`config.mk`:
```
export PLATFORM = sky130hd
export DESIGN_NAME = video_fetch_buf
export DESIGN_NICKNAME = d
export VERILOG_FILES = /design/src/rtl/video_fetch_buf.sv
export SDC_FILE = /design/constraint.sdc
export NUM_CORES = 1
export LEC_CHECK = 0
export CELL_PAD_IN_SITES_DETAIL_PLACEMENT = 1
export CELL_PAD_IN_SITES_GLOBAL_PLACEMENT = 1
export CORE_MARGIN = 1.5
export CORE_UTILIZATION = 45
export DETAILED_ROUTE_END_ITERATION = 6
export GPL_TIMING_DRIVEN = 0
export PLACE_DENSITY = 0.78
export SYNTH_ARGS = -nofsm -noshare
export SYNTH_HDL_FRONTEND = slang
export SYNTH_SLANG_ARGS = --single-unit
```
`constraint.sdc`:
```
create_clock -name clk -period 5.7 [get_ports clk]
set_input_delay 0.57 -clock clk [delete_from_list [all_inputs] [get_ports clk]]
set_output_delay 0.57 -clock clk [all_outputs]
set_load 0.005 [all_outputs]
```
`src/rtl/video_fetch_buf.sv`:
```
// Line fetch buffer: packs 16-bit DRAM video words into 32-bit groups, queues them, and
// steps a pixel selector through the current group. Optional macro: VFB_ERRCNT_EN (underrun counter).
module video_fetch_buf #(
    parameter int AW    = 2,
    parameter int ZX_PX = 16
) (
    input  logic        clk,
    input  logic        res,
    input  logic        c1,
    input  logic        line_start,
    input  logic        vpix,
    input  logic [1:0]  render_mode,
    input  logic [15:0] dram_rdata,
    input  logic        dram_strb,
    output logic        fetch_req,
    output logic [31:0] data,
    output logic [3:0]  psel,
    output logic        pix_valid,
    output logic        underrun,
    output logic        overflow,
    output logic [7:0]  err_cnt
);

    localparam int DEPTH = 1 << AW;
    localparam logic [AW:0] DEPTH_M1 = (AW+1)'(DEPTH - 1);

    typedef enum logic [1:0] {
        MODE_ZX = 2'd0,
        MODE_HC = 2'd1,
        MODE_XC = 2'd2,
        MODE_TX = 2'd3
    } mode_t;

    mode_t       r_mode;
    logic        r_phase;
    logic [15:0] r_wlo;
    logic [31:0] r_mem [DEPTH];
    logic [AW:0] r_wp;
    logic [AW:0] r_rp;
    logic [31:0] r_data;
    logic [3:0]  r_psel;
    logic        r_pix_valid;
    logic        r_underrun;
    logic        r_overflow;

    logic [AW:0] w_count;
    logic        w_empty;
    logic        w_full;
    logic        w_paired;
    logic [3:0]  w_last;
    logic        w_slot;
    logic        w_consume;
    logic        w_wrap;
    logic        w_pop;
    logic        w_commit;
    logic [31:0] w_commit_word;
    logic        w_push;
    logic        w_drop;
    logic        w_starve;

    assign w_count   = r_wp - r_rp;
    assign w_empty   = (r_wp == r_rp);
    assign w_full    = (r_wp[AW] != r_rp[AW]) && (r_wp[AW-1:0] == r_rp[AW-1:0]);
    assign fetch_req = (w_count < DEPTH_M1);

    // ZX and TX carry {attr,gfx} pairs; HC/XC carry one word per group.
    assign w_paired = (r_mode == MODE_ZX) || (r_mode == MODE_TX);
    assign w_last   = w_paired ? 4'(ZX_PX - 1) : ((r_mode == MODE_HC) ? 4'd3 : 4'd1);

    assign w_slot    = c1 && vpix;
    assign w_consume = w_slot && r_pix_valid;
    assign w_wrap    = w_consume && (r_psel == w_last);
    assign w_starve  = w_slot && !r_pix_valid;
    assign w_pop     = !w_empty && (!r_pix_valid || w_wrap);

    assign w_commit      = dram_strb && !line_start && (!w_paired || r_phase);
    assign w_commit_word = w_paired ? {dram_rdata, r_wlo} : {16'h0000, dram_rdata};
    // A pop on the same edge frees the slot being written, so full+pop still accepts.
    assign w_push        = w_commit && (!w_full || w_pop);
    assign w_drop        = w_commit && w_full && !w_pop;

    always_ff @(posedge clk) begin
        if (w_push) begin
            r_mem[r_wp[AW-1:0]] <= w_commit_word;
        end
    end

    always_ff @(posedge clk) begin
        if (res) begin
            r_mode      <= MODE_ZX;
            r_phase     <= 1'b0;
            r_wlo       <= 16'h0000;
            r_wp        <= '0;
            r_rp        <= '0;
            r_data      <= 32'h0;
            r_psel      <= 4'd0;
            r_pix_valid <= 1'b0;
            r_underrun  <= 1'b0;
            r_overflow  <= 1'b0;
        end else if (line_start) begin
            r_mode      <= mode_t'(render_mode);
            r_phase     <= 1'b0;
            r_wp        <= '0;
            r_rp        <= '0;
            r_data      <= 32'h0;
            r_psel      <= 4'd0;
            r_pix_valid <= 1'b0;
        end else begin
            if (dram_strb && w_paired) begin
                if (!r_phase) begin
                    r_wlo   <= dram_rdata;
                    r_phase <= 1'b1;
                end else begin
                    r_phase <= 1'b0;
                end
            end
            if (w_push) begin
                r_wp <= r_wp + 1'b1;
            end
            if (w_drop) begin
                r_overflow <= 1'b1;
            end
            if (w_pop) begin
                r_rp        <= r_rp + 1'b1;
                r_data      <= r_mem[r_rp[AW-1:0]];
                r_psel      <= 4'd0;
                r_pix_valid <= 1'b1;
            end else if (w_wrap) begin
                r_psel      <= 4'd0;
                r_pix_valid <= 1'b0;
            end else if (w_consume) begin
                r_psel <= r_psel + 4'd1;
            end
            if (w_starve) begin
                r_underrun <= 1'b1;
            end
        end
    end

`ifdef VFB_ERRCNT_EN
    logic [7:0] r_err_cnt;

    always_ff @(posedge clk) begin
        if (res) begin
            r_err_cnt <= 8'h00;
        end else if (!line_start && w_starve && (r_err_cnt != 8'hFF)) begin
            r_err_cnt <= r_err_cnt + 8'h01;
        end
    end

    assign err_cnt = r_err_cnt;
`else
    assign err_cnt = 8'h00;
`endif

    assign data      = r_data;
    assign psel      = r_psel;
    assign pix_valid = r_pix_valid;
    assign underrun  = r_underrun;
    assign overflow  = r_overflow;

endmodule

```
==> qor.yml <==
synth:
  ys_types: 38
  avgSynthCellArea_um2: 14.7
  synth_top_cell_by_area: "edfxtp_1"
  synth_area_leaders: "edfxtp_1 (50%), dfxtp_1 (17%), mux4_2 (9.3%)"
  ys_seq_area_frac: 0.661
  synth_top_area_share: 0.495
  ys_ff_latch: 192
  syn_inst: 527
  ys.warnings.count: 0
  synthesis.area_um2: 7760
power:
  finalPower_mw: 2.94
  swShare: 0.210
  p_clk_frac: 0.419
  p_leak_nw: 3.38
  power_frac_comb: 0.062
  p_per_area_nw_per_um2: 313
  p_int_mw: 2.32
  vdd_ir_drop_max_v: 0.000248
  p_sw_uw: 620
  p_seq_frac: 0.519
clocking:
  hold_buffers: 0
  cts_resized: 0
  clock_path_buffers: 2
  cts-root-buf: "clkbuf_16"
  postCtsSetupBuffers: 0
  htree_levels: 4
  cts.sinks: 192
  clk_pin_slew_worst_paths_ns: 0.06
  cts_tree: "built"
  clkLatencyLatePin_ns: 0.43
  numCtsBuffers: 17
job:
  drv_cap: 0
status:
  status: "finished clean"
placement:
  postPlaceCellArea_um2: 8790
  port_buffers: 63
  gpl.final_weighted_congestion: 0.769
  hpwl_mm: 11.6
grt:
  grt_overflow: 0
  grt_antenna_before_repair: 0
  grt_max_degree: 33
  groute.usage.overall: 0.211
  grt_pass1_wl_mm: 27.8
  grt_pass1_vias: 5000
timing:
  maxSlewViolCount: 0
  finalCriticalPeriod_ns: 3.79
  post-route-period-util: 0.664
  max_freq_ghz: 0.264
  fin_worst_skew_ns: 0.0108
  setup_viol: 0
  hold_slack_ns: 0.456
  rsz0062_at_grt: "false"
  hold_violations: 0
  worst_pin_slew_ns: 1.03
  max-slew-margin-rel: 0.307
finish:
  final_util: 0.563
  fin_nets: 654
  antenna-diode-count: 0
  final_area_um2: 9400
  drive_gt1_frac: 0.169
  syn_to_final_growth_pct: 21.2
floorplanning:
  die_x_um: 134
  die_y_um: 134
  io_pins: 72
  initial_core_util: 0.464
  dieArea_um2: 18000
  fp-row-count: 47
  core-area_um2: 16700
worst_setup_path:
  reg2reg_from: "r_rp[1]"
  cp.arrival_ns: 3.22
  reg2regPathDepth: 8
  critPathRequiredTime_ns: 5.13
  startpoint_type: "register"
  path_max_fanout: 10
  critPathLaunch: "r_rp[1]"
  crit_type: "register to primary output"
  end_kind: "primary output"
route:
  dr.pass1.iters: 4
  vias: 4608
  wl_per_cell_um: 20.8
  wirelength_mm: 17.7
  routed_via_density: 5.40
  detail-route-antenna-nets: 0
  post-route-drc-count: 0
  drt_iter0_drc: 431
hold_path:
  holdPathStages: 2
  worstHoldPathType: "register to register"
  hold_start: "r_wlo[8]"
[cells in the mapped netlist, drive strengths merged]
cell / count
a211o: 1
a21boi: 1
a21o: 1
a21oi: 17
a311oi: 1
a31oi: 2
a41oi: 1
and2: 19
and3: 3
and3b: 1
buf: 23
clkbuf: 17
conb: 1
dfxtp: 64
edfxtp: 128
fa: 1
ha: 9
inv: 8
mux2: 16
mux2i: 40
mux4: 32
nand2: 108
nand2b: 1
nand3: 1
nand3b: 2
nand4: 2
nor2: 11
nor3: 3
o2111ai: 1
o211ai: 2
or3: 3
xnor2: 2
xor2: 5
[critical path, stage by stage (launching register included)]
cell	delay [ns]
dfxtp_1	0.33
clkbuf_1	0.29
clkbuf_1	0.62
inv_1	0.20
fa_1	0.46
xor2_1	0.18
a21oi_1	0.17
clkdlybuf4s50_1	0.53
[stage by stage]
step	std cells	setup TNS (ns)	setup slack (ns)
after global placement	817	-46.37	-1.44
after CTS	853	0	1.81
after floorplan	534	0	1.14
after detailed placement	821	0	1.90
final	853	0	1.91
after global routing	853	0	1.69
[registers in the layout, indices dropped and copies added (netlist names), 2 cells and up]
| register | count |
|---|---|
| r_wp | 3 |
| r_wlo | 16 |
| r_rp | 3 |
| r_mode | 2 |
| r_mem | 128 |
| psel | 4 |
| data | 32 |
[power groups by stage]
stage | combinational (mW) | clock (mW) | sequential [mW]
floorplan | 0.113 | 0 | 1.55
detailed placement | 0.183 | 0 | 1.56
CTS | 0.185 | 1.25 | 1.53
global placement | 0.172 | 0 | 1.56
finish | 0.184 | 1.23 | 1.53
global route | 0.199 | 1.30 | 1.53
[final cells by class]
type	count	area, µm²
fillers	1605	7300
flip-flops and latches	192	5120
multi-input cells	294	2390
repair buffers	67	713
clock buffers	23	478
well taps	220	275
plain buffers	40	256
clock inverters	9	133
inverters	8	30.0
[layer usage]
| layer | up-vias | global-route usage | share of wire |
|---|---|---|---|
| met3 | 29 | 0.0382 | 0.035 |
| met5 | - | 0 | 0 |
| met4 | 0 | 0.0848 | 0.021 |
| met2 | 119 | 0.366 | 0.53 |
| li1 | 2079 | - | - |
| met1 | 2381 | 0.260 | 0.42 |
[worst paths after layout]
kind                        to  slack, ns
setup / recovery     fetch_req       1.91
hold / removal        r_wlo[8]       0.46
setup reg to reg  r_mem[0][11]       2.04
hold reg to reg       r_wlo[8]       0.46
[layout by cell type (no fill, tap or decap), types with 17 or more instances in the layout]
master and count:
clkbuf_16 17, a21oi_1 17, clkdlybuf4s50_1 63, mux2i_1 40, edfxtp_1 128, mux4_2 32, clkbuf_1 19, nand2_1 108
dfxtp_1 64
[cells by family after synthesis]
kind of cell | Yosys count | synth area share
DFF | 192 | 0.661
and+or+nand+nor | 154 | 0.0858
muxes | 88 | 0.168
buffers and inverters | 48 | 0.0369
AOI/OAI and AO/OA | 27 | 0.0234
adders and majority gates | 10 | 0.0171
xor gates and xnor gates | 7 | 0.00790
other | 1 | 0.000483
Note: power is estimated with default switching activity, not from simulation.
